`config.mk`:
```
export PLATFORM = sky130hd
export DESIGN_NAME = board_draw_ctrl
export DESIGN_NICKNAME = d
export VERILOG_FILES = /design/src/rtl/board_draw_ctrl.sv
export SDC_FILE = /design/constraint.sdc
export NUM_CORES = 2
export LEC_CHECK = 0
export ABC_CLOCK_PERIOD_IN_PS = 3650
export CAP_MARGIN = 20
export CORE_MARGIN = 1
export CORE_UTILIZATION = 53
export DETAILED_ROUTE_END_ITERATION = 16
export GPL_ROUTABILITY_DRIVEN = 0
export PLACE_DENSITY = 0.76
export SLEW_MARGIN = 20
export SYNTH_ARGS = -nofsm -noshare
export SYNTH_HDL_FRONTEND = slang
export SYNTH_SLANG_ARGS = --single-unit
```
`constraint.sdc`:
```
create_clock -name CLOCK_50 -period 3.65 [get_ports CLOCK_50]
set_input_delay 0.73 -clock CLOCK_50 [delete_from_list [all_inputs] [get_ports CLOCK_50]]
set_output_delay 0.73 -clock CLOCK_50 [all_outputs]
set_load 0.02 [all_outputs]
```
`src/rtl/board_draw_ctrl.sv`:
```
// Incremental board renderer for the VGA adapter: snapshots the board, redraws only
// changed cells pixel by pixel, and pulses frame_done once each frame completes.
module board_draw_ctrl #(
    parameter int unsigned COLS      = 10,
    parameter int unsigned ROWS      = 20,
    parameter int unsigned CELL_W    = 6,
    parameter int unsigned CELL_H    = 6,
    parameter int unsigned X_ORIGIN  = 0,
    parameter int unsigned Y_ORIGIN  = 0,
    parameter logic [2:0]  FG_COLOUR = 3'b001,
    parameter logic [2:0]  BG_COLOUR = 3'b000
) (
    input  logic                 CLOCK_50,
    input  logic                 resetn,
    input  logic [COLS*ROWS-1:0] board,
    input  logic                 board_valid,
    input  logic                 force_full,
    input  logic                 hold,
    output logic                 busy,
    output logic                 frame_done,
    output logic [7:0]           x,
    output logic [6:0]           y,
    output logic [2:0]           colour,
    output logic                 plot
);

    localparam int unsigned NCell = COLS * ROWS;
    localparam int unsigned IdxW  = $clog2(NCell);
    localparam int unsigned ColW  = $clog2(COLS + 1);
    localparam int unsigned SxW   = $clog2(CELL_W + 1);
    localparam int unsigned SyW   = $clog2(CELL_H + 1);

    typedef enum logic [2:0] {StIdle, StSnap, StScan, StDraw, StDone} state_e;

    state_e             state_q;
    logic [NCell-1:0]   shadow_q, snap_q, dirty_q;
    logic               full_q, first_q;
    logic [IdxW-1:0]    idx_q;
    logic [ColW-1:0]    col_q;
    logic [7:0]         xbase_q;
    logic [6:0]         ybase_q;
    logic [SxW-1:0]     sx_q;
    logic [SyW-1:0]     sy_q;
    logic [7:0]         x_q;
    logic [6:0]         y_q;
    logic [2:0]         colour_q;
    logic               plot_q;

    logic               last_cell, col_wrap, sx_last, sy_last, advance;

    assign last_cell = (idx_q == IdxW'(NCell - 1));
    assign col_wrap  = (col_q == ColW'(COLS - 1));
    assign sx_last   = (sx_q == SxW'(CELL_W - 1));
    assign sy_last   = (sy_q == SyW'(CELL_H - 1));

    // A cell is finished either when it is clean in SCAN or after its last pixel in DRAW.
    always_comb begin
        advance = 1'b0;
        if (!hold) begin
            if (state_q == StScan && !dirty_q[idx_q]) advance = 1'b1;
            if (state_q == StDraw && sx_last && sy_last) advance = 1'b1;
        end
    end

    always_ff @(posedge CLOCK_50) begin
        if (!resetn) begin
            state_q  <= StIdle;
            shadow_q <= '0;
            snap_q   <= '0;
            dirty_q  <= '0;
            full_q   <= 1'b0;
            first_q  <= 1'b1;
            idx_q    <= '0;
            col_q    <= '0;
            xbase_q  <= 8'(X_ORIGIN);
            ybase_q  <= 7'(Y_ORIGIN);
            sx_q     <= '0;
            sy_q     <= '0;
            x_q      <= '0;
            y_q      <= '0;
            colour_q <= '0;
            plot_q   <= 1'b0;
        end else begin
            plot_q <= 1'b0;
            unique case (state_q)
                StIdle: begin
                    if (board_valid && (board != shadow_q || force_full || first_q)) begin
                        full_q  <= force_full || first_q;
                        state_q <= StSnap;
                    end
                end
                StSnap: begin
                    snap_q  <= board;
                    dirty_q <= full_q ? '1 : (board ^ shadow_q);
                    first_q <= 1'b0;
                    idx_q   <= '0;
                    col_q   <= '0;
                    xbase_q <= 8'(X_ORIGIN);
                    ybase_q <= 7'(Y_ORIGIN);
                    state_q <= StScan;
                end
                StScan: begin
                    if (!hold && dirty_q[idx_q]) begin
                        sx_q    <= '0;
                        sy_q    <= '0;
                        state_q <= StDraw;
                    end
                end
                StDraw: begin
                    if (!hold) begin
                        x_q      <= xbase_q + 8'(sx_q);
                        y_q      <= ybase_q + 7'(sy_q);
                        colour_q <= snap_q[idx_q] ? FG_COLOUR : BG_COLOUR;
                        plot_q   <= 1'b1;
                        if (sx_last) begin
                            sx_q <= '0;
                            if (sy_last) shadow_q[idx_q] <= snap_q[idx_q];
                            else         sy_q <= sy_q + 1'b1;
                        end else begin
                            sx_q <= sx_q + 1'b1;
                        end
                    end
                end
                StDone:  state_q <= StIdle;
                default: state_q <= StIdle;
            endcase

            // Running base counters replace col*CELL_W / row*CELL_H products.
            if (advance) begin
                idx_q <= idx_q + 1'b1;
                if (col_wrap) begin
                    col_q   <= '0;
                    xbase_q <= 8'(X_ORIGIN);
                    ybase_q <= ybase_q + 7'(CELL_H);
                end else begin
                    col_q   <= col_q + 1'b1;
                    xbase_q <= xbase_q + 8'(CELL_W);
                end
                state_q <= last_cell ? StDone : StScan;
            end
        end
    end

    assign busy       = (state_q != StIdle);
    assign frame_done = (state_q == StDone);
    assign x          = x_q;
    assign y          = y_q;
    assign colour     = colour_q;
    assign plot       = plot_q;

endmodule

```
==> summary.txt <==
Route
  – Post-route DRC: 0
  – Pre-antenna DRT Iters: 7
  – Final ANT Viol Nets: 0
  – Avg WL per Cell: 25.1 um
  – Vias: 28,300
  – Drt total wl: 112,000 um
  – DR vias/cell: ~6.4
  – DR iter-0 viols: 4,610

Floorplanning
  – Die X: about 240 um
  – Num rows: 86
  – Initial Util: 0.536
  – Full die area: 56,600 sq um
  – IO Pins: 226
  – Die Height: ~240 um
  – Core ar.: 55,000 sq um

Timing
  – Pins Over Slew Limit: 0
  – Least-Margin Pin Slew: 1270 ps
  – Max_slew headroom: 0.148
  – Fin crit share: 0.967
  – Final setup TNS: 0 ps
  – Final setup vio count: 0
  – Final Skew: 27.6 ps
  – Max Fclk: 283 MHz
  – RSZ-0062 raised after global routing: false
  – Min Tclk post-route: 3530 ps
  – Final Hold Fails: 0
  – Final hold slack: 449 ps

Final layout
  – Fill cell count: 4,533
  – Antenna cells: 0
  – Most frequent cells in the layout: dfxtp_1 (649), a21oi_1 (585), nand2_1 (473)
  – Layout cells sized above 1: 0.113
  – Fin nets: ~3,900
  – Commonest non-fill, non-tap cell in the layout: dfxtp_1
  – Area Overhead vs Synth: 19.8%

Logic synthesis
  – Dominant cell type by area after synthesis: dfxtp_1
  – Asr flop ratio synth: 0
  – Post-synthesis average cell area: 8.45 sq um
  – Area contributors post-synth: dfxtp_1 (44%), a21oi_1 (9.9%), mux4_2 (8.2%)
  – Sequential cell area fraction in the yosys report: 0.444
  – Netlist Area Pre-Place: 29,500 sq um
  – Post-synth EDFFs: 0
  – #FFs+latches synth: 654
  – Syn Inst Count: roughly 3,500
  – Synth Flop Type: dfxtp_1
  – Ys Warns: 0
  – Post-synth cell types: between 60 and 70
  – Area fraction of the dominant cell type after synthesis: 0.444

Setup path
  – CP required: 4150 ps
  – Worst-path maximum fanout: 16
  – Worst path buffer plus inverter count: 1
  – Setup CP Type: reg -> reg
  – CP top delay family: multiplexers
  – Crit path cell chain: buf_12, mux4_2, mux4_2, mux4_2, and3_1, a31oi_4, nand2_4, nor2_4, a21oi_1
  – Critical path arrival: about 4000 ps
  – CP dominant cell by count: mux4_2
  – Critical Path Source Type: register
  – Max stage delay on crit path: 540 ps
  – Worst setup EP type: register
  – Slowest cell on crit path: mux4_2

Clocking
  – Clk pin slew, worst setup/hold paths: 60 ps
  – CTS tree: yes
  – Hold buffer count at cts: 0
  – Post-CTS Setup Inserts: 0
  – Max clock buf depth: 3
  – Root Driver: clkbuf_16
  – H-tree levels: 3
  – Clk sink count: approximately 650
  – Post-CTS sizing: 0
  – Latest clock arrival within the worst-skew pair: 630 ps
  – CTS Buf Count: 69

Placed design
  – Port bufs: around 220
  – Post-DP HPWL: 77,300 um

Power and ir drop
  – Total power: ~17 mW
  – PD cells: about 470 nW/um^2
  – IR drop worst, VDD: 0.287 mV
  – Leak: 13.1 nW

GRT
  – Initial antenna violation count: 8
  – Largest net degree at the start of global routing: ~200
  – First-pass GRT wire length: 162,000 um
  – Total grt overflow: 0
  – Number of global-route vias before repair: 25,800
  – Total track usage: 0.386

Status
  – Outcome: completed

Worst hold path
  – Hold/Removal Path Class: reg -> reg

Run
  – Max Cap Viol: 0
-- worst reg2reg max path: stages, from the launching register on --
cell	delay, ps
dfxtp_4	430
buf_12	230
mux4_2	540
mux4_2	540
mux4_2	520
and3_1	230
a31oi_4	180
nand2_4	230
nor2_4	350
a21oi_1	140
-- per-layer routing --
| metal | vias to the layer above | routed length [um] | GRT usage |
|---|---|---|---|
| met2 | 2072 | 46400 | 0.551 |
| met5 | - | 119 | 0.00606 |
| met1 | 13300 | 40500 | 0.497 |
| met4 | 14 | 8400 | 0.247 |
| li1 | 12500 | - | - |
| met3 | 461 | 16300 | 0.133 |
-- Yosys cell counts (4+ instances only) --
cell type,count
dfxtp_1,654
nand4_1,25
ha_1,15
clkinv_1,5
nor3_1,13
nor4_1,50
or3_1,4
xnor2_1,41
mux4_2,107
mux2i_1,26
a221o_1,4
a2111oi_0,8
nand3_1,27
nor2_1,398
and3_1,4
nand2_1,474
o21ai_0,384
clkbuf_1,234
a211oi_1,11
nand2b_1,8
a31oi_1,39
o211ai_1,5
nor2_4,8
xor2_1,172
buf_2,28
a22o_1,4
a311oi_1,30
a21o_1,7
a21oi_1,585
nor2b_1,9
and2_1,8
a22oi_1,6
inv_1,15
mux2_2,4
buf_1,16
buf_4,16
-- kinds of logic after synthesis --
| logic type | share of synthesized area |
|---|---|
| mux | 0.0921 |
| simple gates | 0.148 |
| fa+ha+maj | 0.00705 |
| xor+xnor | 0.0633 |
| flops | 0.444 |
| compound gates | 0.201 |
| buf+inv | 0.0444 |
| other cells | 0.000127 |
-- power breakdown --
group	total, mW	switching [mW]	leakage, nW	internal (mW)
clock	7.05	2.97	1.10	4.08
sequential	7.70	0.200	5.32	7.50
combinational	1.97	1.22	6.69	0.755
total	16.7	4.39	13.1	12.3
-- metrics by stage --
step                worst slack (ps)  instances  utilization  cell area [sq um]
floorplan                        221       3488            -              29500
global placement                 142       4330        0.602              33100
detailed placement              40.4       4330        0.602              33100
CTS                             21.3       4451        0.642              35300
global route                    1.15       4451        0.642              35300
finish                           120       4451        0.642              35300
-- final timing paths --
path	from	to	slack [ps]	cells past startpoint
min reg2reg	x[3]	x[3]	450	2
max reg2reg	idx_q[0]	shadow_q[141]	120	9
min	x[3]	x[3]	450	2
max	idx_q[0]	shadow_q[141]	120	9
-- registers in the layout (all words and copies together) (netlist names) --
signal    flops
col_q         4
colour        1
dirty_q     200
full_q        1
snap_q      200
plot          1
first_q       1
x             8
sx_q          3
y             7
ybase_q       7
sy_q          3
state_q       3
idx_q         8
xbase_q       7
shadow_q    200
-- layout make-up --
class	count	area [sq um]	share of cell area
tap	748	936	0.0265
clock buffer	102	2080	0.0588
clock inverter	19	154	0.00436
sequential	654	13100	0.371
inverter	20	82.6	0.00234
timing repair buffer	391	3850	0.109
multi-input combinational	2517	15100	0.428
Note: power is estimated with default switching activity, not from simulation.
